$ cat config.mk
export PLATFORM = sky130hd
export DESIGN_NAME = pipeline_sequencer
export DESIGN_NICKNAME = d
export VERILOG_FILES = /design/src/rtl/pipeline_sequencer.sv
export SDC_FILE = /design/constraint.sdc
export NUM_CORES = 1
export LEC_CHECK = 0
export ABC_AREA = 1
export BUFFER_PORTS_ARGS = -buffer_cell sky130_fd_sc_hd__buf_4
export CORE_MARGIN = 2
export CORE_UTILIZATION = 56
export CTS_CLUSTER_DIAMETER = 80
export CTS_CLUSTER_SIZE = 16
export DETAILED_ROUTE_END_ITERATION = 12
export PLACE_DENSITY = 0.81
export SETUP_SLACK_MARGIN = 0.3
export SYNTH_ARGS = -nofsm -noshare
export SYNTH_HDL_FRONTEND = slang
export SYNTH_SLANG_ARGS = --single-unit
$ cat constraint.sdc
create_clock -name clk -period 2.19 [get_ports clk]
set_clock_uncertainty 0.05 [all_clocks]
set_input_delay 0.219 -clock clk [delete_from_list [all_inputs] [get_ports clk]]
set_output_delay 0.219 -clock clk [all_outputs]
set_load 0.02 [all_outputs]
$ cat src/rtl/pipeline_sequencer.sv
// -----------------------------------------------------------------------------
// pipeline_sequencer
//   Stall/flush controller for the 5-stage MIPS pipeline. Takes the load-use
//   hazard from ID and the taken-branch / halting-syscall events from EXE,
//   drives the PC and IF_ID / ID_EX enables and clears, sequences the
//   halt -> drain -> halt -> restart flow, and keeps saturating statistics
//   counters for the 7-seg display mux.
//
// Parameters
//   CNT_W        width of each statistics counter
//   DRAIN_CYCLES cycles (1..15) of PC freeze after halt_req so that MEM/WB
//                retire before the pipeline reports HALT
//
// Ports
//   clk          in  pipeline clock
//   rst          in  asynchronous reset, active-low
//   restart      in  sync pulse: leave HALT and resume fetch
//   bubble       in  load-use hazard detected in ID
//   branch_taken in  taken branch/jump resolved in EXE
//   halt_req     in  halting syscall in EXE
//   pc_en        out PC register load enable
//   if_id_en     out IF_ID load enable
//   if_id_clr    out IF_ID synchronous clear (insert nop)
//   id_ex_clr    out ID_EX synchronous clear (insert nop)
//   halted       out 1 while in HALT (registered)
//   cycle_cnt    out cycles spent in RUN or DRAIN
//   taken_cnt    out taken branches/jumps
//   bubble_cnt   out load-use bubbles inserted
// -----------------------------------------------------------------------------
module pipeline_sequencer #(
  parameter int CNT_W        = 16,
  parameter int DRAIN_CYCLES = 2
) (
  input  logic             clk,
  input  logic             rst,
  input  logic             restart,
  input  logic             bubble,
  input  logic             branch_taken,
  input  logic             halt_req,
  output logic             pc_en,
  output logic             if_id_en,
  output logic             if_id_clr,
  output logic             id_ex_clr,
  output logic             halted,
  output logic [CNT_W-1:0] cycle_cnt,
  output logic [CNT_W-1:0] taken_cnt,
  output logic [CNT_W-1:0] bubble_cnt
);

  typedef enum logic [1:0] {
    RUN   = 2'd0,
    DRAIN = 2'd1,
    HALT  = 2'd2
  } state_e;

  // The drain counter is loaded with DRAIN_CYCLES-1 and counts down to 0, so
  // the PC stays frozen in DRAIN for exactly DRAIN_CYCLES cycles.
  localparam logic [3:0]       DRAIN_LOAD = 4'(DRAIN_CYCLES - 1);
  localparam logic [CNT_W-1:0] CNT_MAX    = '1;
  localparam logic [CNT_W-1:0] CNT_ONE    = CNT_W'(1);

  state_e           state_q,      state_d;
  logic [3:0]       drain_cnt_q,  drain_cnt_d;
  logic             halted_q,     halted_d;
  logic [CNT_W-1:0] cycle_cnt_q,  cycle_cnt_d;
  logic [CNT_W-1:0] taken_cnt_q,  taken_cnt_d;
  logic [CNT_W-1:0] bubble_cnt_q, bubble_cnt_d;

  logic taken_inc;
  logic bubble_inc;

  // Next-state and control-output logic. Control outputs are combinational so
  // a hazard takes effect in the same cycle it is reported.
  always_comb begin
    // NOTE: every signal written here gets a default first; a path that
    // skips an assignment would otherwise infer a latch.
    state_d     = state_q;
    drain_cnt_d = drain_cnt_q;
    taken_inc   = 1'b0;
    bubble_inc  = 1'b0;
    // Frozen/flushed pipeline is the default; RUN overrides it.
    pc_en       = 1'b0;
    if_id_en    = 1'b0;
    if_id_clr   = 1'b1;
    id_ex_clr   = 1'b1;

    case (state_q)
      RUN: begin
        if (halt_req) begin
          drain_cnt_d = DRAIN_LOAD;
          state_d     = DRAIN;
        end else if (branch_taken) begin
          // Target is loaded through the PC mux; wrong-path IF and ID are
          // squashed. A coincident bubble is moot and not counted.
          pc_en     = 1'b1;
          if_id_en  = 1'b1;
          taken_inc = 1'b1;
        end else if (bubble) begin
          // Hold PC and IF_ID, push a nop into EXE.
          if_id_clr  = 1'b0;
          bubble_inc = 1'b1;
        end else begin
          pc_en     = 1'b1;
          if_id_en  = 1'b1;
          if_id_clr = 1'b0;
          id_ex_clr = 1'b0;
        end
      end
      DRAIN: begin
        if (drain_cnt_q == 4'd0) state_d = HALT;
        else                     drain_cnt_d = drain_cnt_q - 4'd1;
      end
      HALT: begin
        if (restart) state_d = RUN;
      end
      default: state_d = RUN;
    endcase

    // While reset is held the pipeline registers are flushed and frozen,
    // regardless of what the (reset) state would otherwise request.
    if (!rst) begin
      pc_en     = 1'b0;
      if_id_en  = 1'b0;
      if_id_clr = 1'b1;
      id_ex_clr = 1'b1;
    end

    halted_d = (state_d == HALT);

    cycle_cnt_d = cycle_cnt_q;
    if (state_q != HALT && cycle_cnt_q != CNT_MAX)
      cycle_cnt_d = cycle_cnt_q + CNT_ONE;

    taken_cnt_d = taken_cnt_q;
    if (taken_inc && taken_cnt_q != CNT_MAX)
      taken_cnt_d = taken_cnt_q + CNT_ONE;

    bubble_cnt_d = bubble_cnt_q;
    if (bubble_inc && bubble_cnt_q != CNT_MAX)
      bubble_cnt_d = bubble_cnt_q + CNT_ONE;
  end

  // NOTE: reset is asynchronous so the sequencer returns to RUN immediately,
  // even mid-DRAIN or in HALT, without waiting for a clock edge.
  always_ff @(posedge clk or negedge rst) begin
    if (!rst) begin
      // NOTE: sequential state uses non-blocking assignments so all flops
      // sample their _d values from the same edge.
      state_q      <= RUN;
      drain_cnt_q  <= 4'd0;
      halted_q     <= 1'b0;
      cycle_cnt_q  <= '0;
      taken_cnt_q  <= '0;
      bubble_cnt_q <= '0;
    end else begin
      state_q      <= state_d;
      drain_cnt_q  <= drain_cnt_d;
      halted_q     <= halted_d;
      cycle_cnt_q  <= cycle_cnt_d;
      taken_cnt_q  <= taken_cnt_d;
      bubble_cnt_q <= bubble_cnt_d;
    end
  end

  assign halted     = halted_q;
  assign cycle_cnt  = cycle_cnt_q;
  assign taken_cnt  = taken_cnt_q;
  assign bubble_cnt = bubble_cnt_q;

endmodule

==> reports/metrics.cfg <==
[final_layout]
nets = 554
final_common_cell = nand2_1
num_antenna_cells = 0
final_cell_mix = nand2_1, buf_4, nor2_1, dfrtp_1, inv_1
drive_gt1_share_pct = 16.0
stdcell_count = 616
area.growth.synth_to_final_pct = 19.1

[floorplanning]
core_area_um2 = 5570
dieWidth_um = 80.6
num_rows = 27
die_height_um = 80.6
io_pins = 59
dieArea_um2 = 6500
start_util_pct = 59.0

[detailed_routing]
routed.top_layer = met4
met1Wirelength_um = 3590
wl_per_cell_um = 12.8
route.met3.wl_um = 319
first_pass_iters = 4
detail_route.iter0.violations = 188
drc = 0
viasPerCell = 5.31
via_count = 3270
route.met2.wl_um = 3790
final_antenna_net_count = 0
routed_wl_um = 7860

[power_and_ir_drop]
p_int_mw = 1.96
p_comb_share_pct = 39.4
clock_power_share_pct = 16.8
seqPwrFrac_pct = 43.8
p_leak_nw = 1.87
vdd_drop_max_mv = 0.746
switching_share_pct = 41.8
powerDensity_nw_per_um2 = 860
power_switching_mw = 1.41

[critical_path]
worstSetupStartpointType = register
criticalPathCategory = reg -> out
cp-end-kind = output port
cp.arrival_ns = 1.56
rr_endpoint = cycle_cnt[10]
regToRegStartpoint = cycle_cnt[0]
reg2regPathDepth = 9
cp_data_required_time_ns = 1.92
cp_max_fo = 3
rrSetupSlack_ns = 0.46

[global_route]
grt_max_degree = 56
track_usage_pct = 25.8
antenna_found_initial = 0
grt_pass1_wl_um = 13200
grt_pass1_vias = 2923
gr-total-overflow = 0

[yosys]
synth_xor_area_share_pct = 4.53
yosys.area_share.simple_pct = 39.3
synth_top_family_by_area = simple AND/OR/NAND/NOR gates
synth.distinct_cells = 25
synth_compound_area_share_pct = 5.14
synthAdderAreaFrac_pct = 1.90
muxShareOfSynthArea_pct = 0
netlist_instances = 479
ys_ff_latch = 55
synth.avg_cell_area_um2 = 6.86
yosysSeqAreaShare_pct = 41.9
mappedNetlistArea_um2 = 3290
synth_nets = 490
yosys_warnings = 0

[timing]
slew_headroom_pct = 53.2
tns_ns = 0
min_period_ns = 1.83
hold_viol_final = 0
slew_violations = 0
worst_slew_pin_slew_ns = 0.702
rsz0062_at_grt = no
min_period_over_period_pct = 83.5
fmax_mhz = 547
setup-violations-final = 0

[place]
portBuffers = 58
place_inst = 607
gp_congestion = 0.909
dp_hpwl_um = 5740

[clocking]
clk_pin_slew_worst_paths_ns = 0.10
cts_htree_levels = 2
cts_buffers = 5
clock_latency_ns = 0.32
ctsLongestPathBuffers = 2
cts_sinks = 55
ctsRootBufferMaster = clkbuf_8
cts_tree = done

[flow_run]
drv_cap = 0

[run_status]
status = completed

[worst_hold_path]
hold_path_class = in -> async

-- through the flow --
step	worst slack [ns]	hold WS (ns)	power [mW]	util [%]	instance area, um^2
floorplan	0.436	-0.127	2.29	-	3290
global placement	0.428	0.374	2.72	68.0	3790
detailed placement	0.372	0.380	2.77	68.0	3790
CTS	0.350	0.0325	3.34	69.6	3880
global route	0.269	0.0478	3.64	70.3	3920
finish	0.360	0.0158	3.37	70.3	3920
-- critical path, cell delays in order (launching register included) --
cell and delay (ns):
dfrtp_1 0.41, nor2_2 0.16, nand2_2 0.08, inv_2 0.08, nand3_2 0.08, or2_2 0.28
buf_4 0.16
-- worst max-delay path by stage --
stage / endpoint / startpoint / slack (ns)
2_1_floorplan: bubble_cnt[3] / bubble_cnt[0] / 0.44
3_3_place_gp: cycle_cnt[9] / cycle_cnt[0] / 0.43
3_5_place_dp: cycle_cnt[6] / cycle_cnt[0] / 0.37
4_1_cts: id_ex_clr / state_q[1] / 0.35
5_1_grt: id_ex_clr / state_q[1] / 0.27
6_report: id_ex_clr / state_q[1] / 0.36
-- kinds of logic after synthesis --
| group | Yosys count |
|---|---|
| compound gates | 30 |
| fa+ha+maj | 5 |
| flops | 55 |
| xor+xnor | 17 |
| simple gates | 316 |
| buf+inv | 56 |
-- sequential cells by signal (all words and copies together), names as in the netlist --
name / flops
bubble_cnt: 16
cycle_cnt: 16
drain_cnt_q: 4
halted: 1
state_q: 2
taken_cnt: 16
-- repair_timing --
item                                    4_1_cts  5_1_grt
endpoints found under the setup margin        0       39
hold buffers                                  0        0
resized for setup                             0       12
setup buffers                                 0        1
hold endpoints to repair                      0        0
-- cells in the mapped netlist, drive strengths merged --
library cell / instances / area share (%)
a21oi: 2 / 0.30
and3: 2 / 0.38
buf: 6 / 1.6
clkinv: 1 / 0.11
dfrtp: 55 / 42
ha: 5 / 1.9
inv: 49 / 5.6
nand2: 204 / 23
nand3: 29 / 4.6
nand3b: 2 / 0.46
nand4: 18 / 3.4
nor2: 58 / 6.6
nor3: 2 / 0.30
o21ai: 25 / 4.3
o22ai: 3 / 0.57
or2: 1 / 0.19
xnor2: 14 / 3.7
xor2: 3 / 0.80
-- power by group through the flow --
| stage | Combinational (mW) | Sequential [mW] | Clock (mW) |
|---|---|---|---|
| after floorplan | 0.678 | 1.61 | 0 |
| after global placement | 1.24 | 1.47 | 0 |
| after detailed placement | 1.29 | 1.48 | 0 |
| after CTS | 1.29 | 1.46 | 0.583 |
| after global routing | 1.49 | 1.51 | 0.631 |
| final | 1.33 | 1.48 | 0.565 |
-- final cells by class --
type / count / area [um^2]
clock buffers: 6 / 72.6
clock inverters: 2 / 12.5
fillers: 523 / 1660
inverters: 50 / 188
multi-input cells: 368 / 1700
flip-flops and latches: 55 / 1380
well taps: 72 / 90.1
repair buffers: 63 / 473
-- metal layers --
metal	global-route usage, %	vias up
met5	0	-
met4	8.14	0
met3	4.04	15
met2	43.7	87
met1	33.8	1536
li1	-	1632
(Power assumes the default switching activity.)
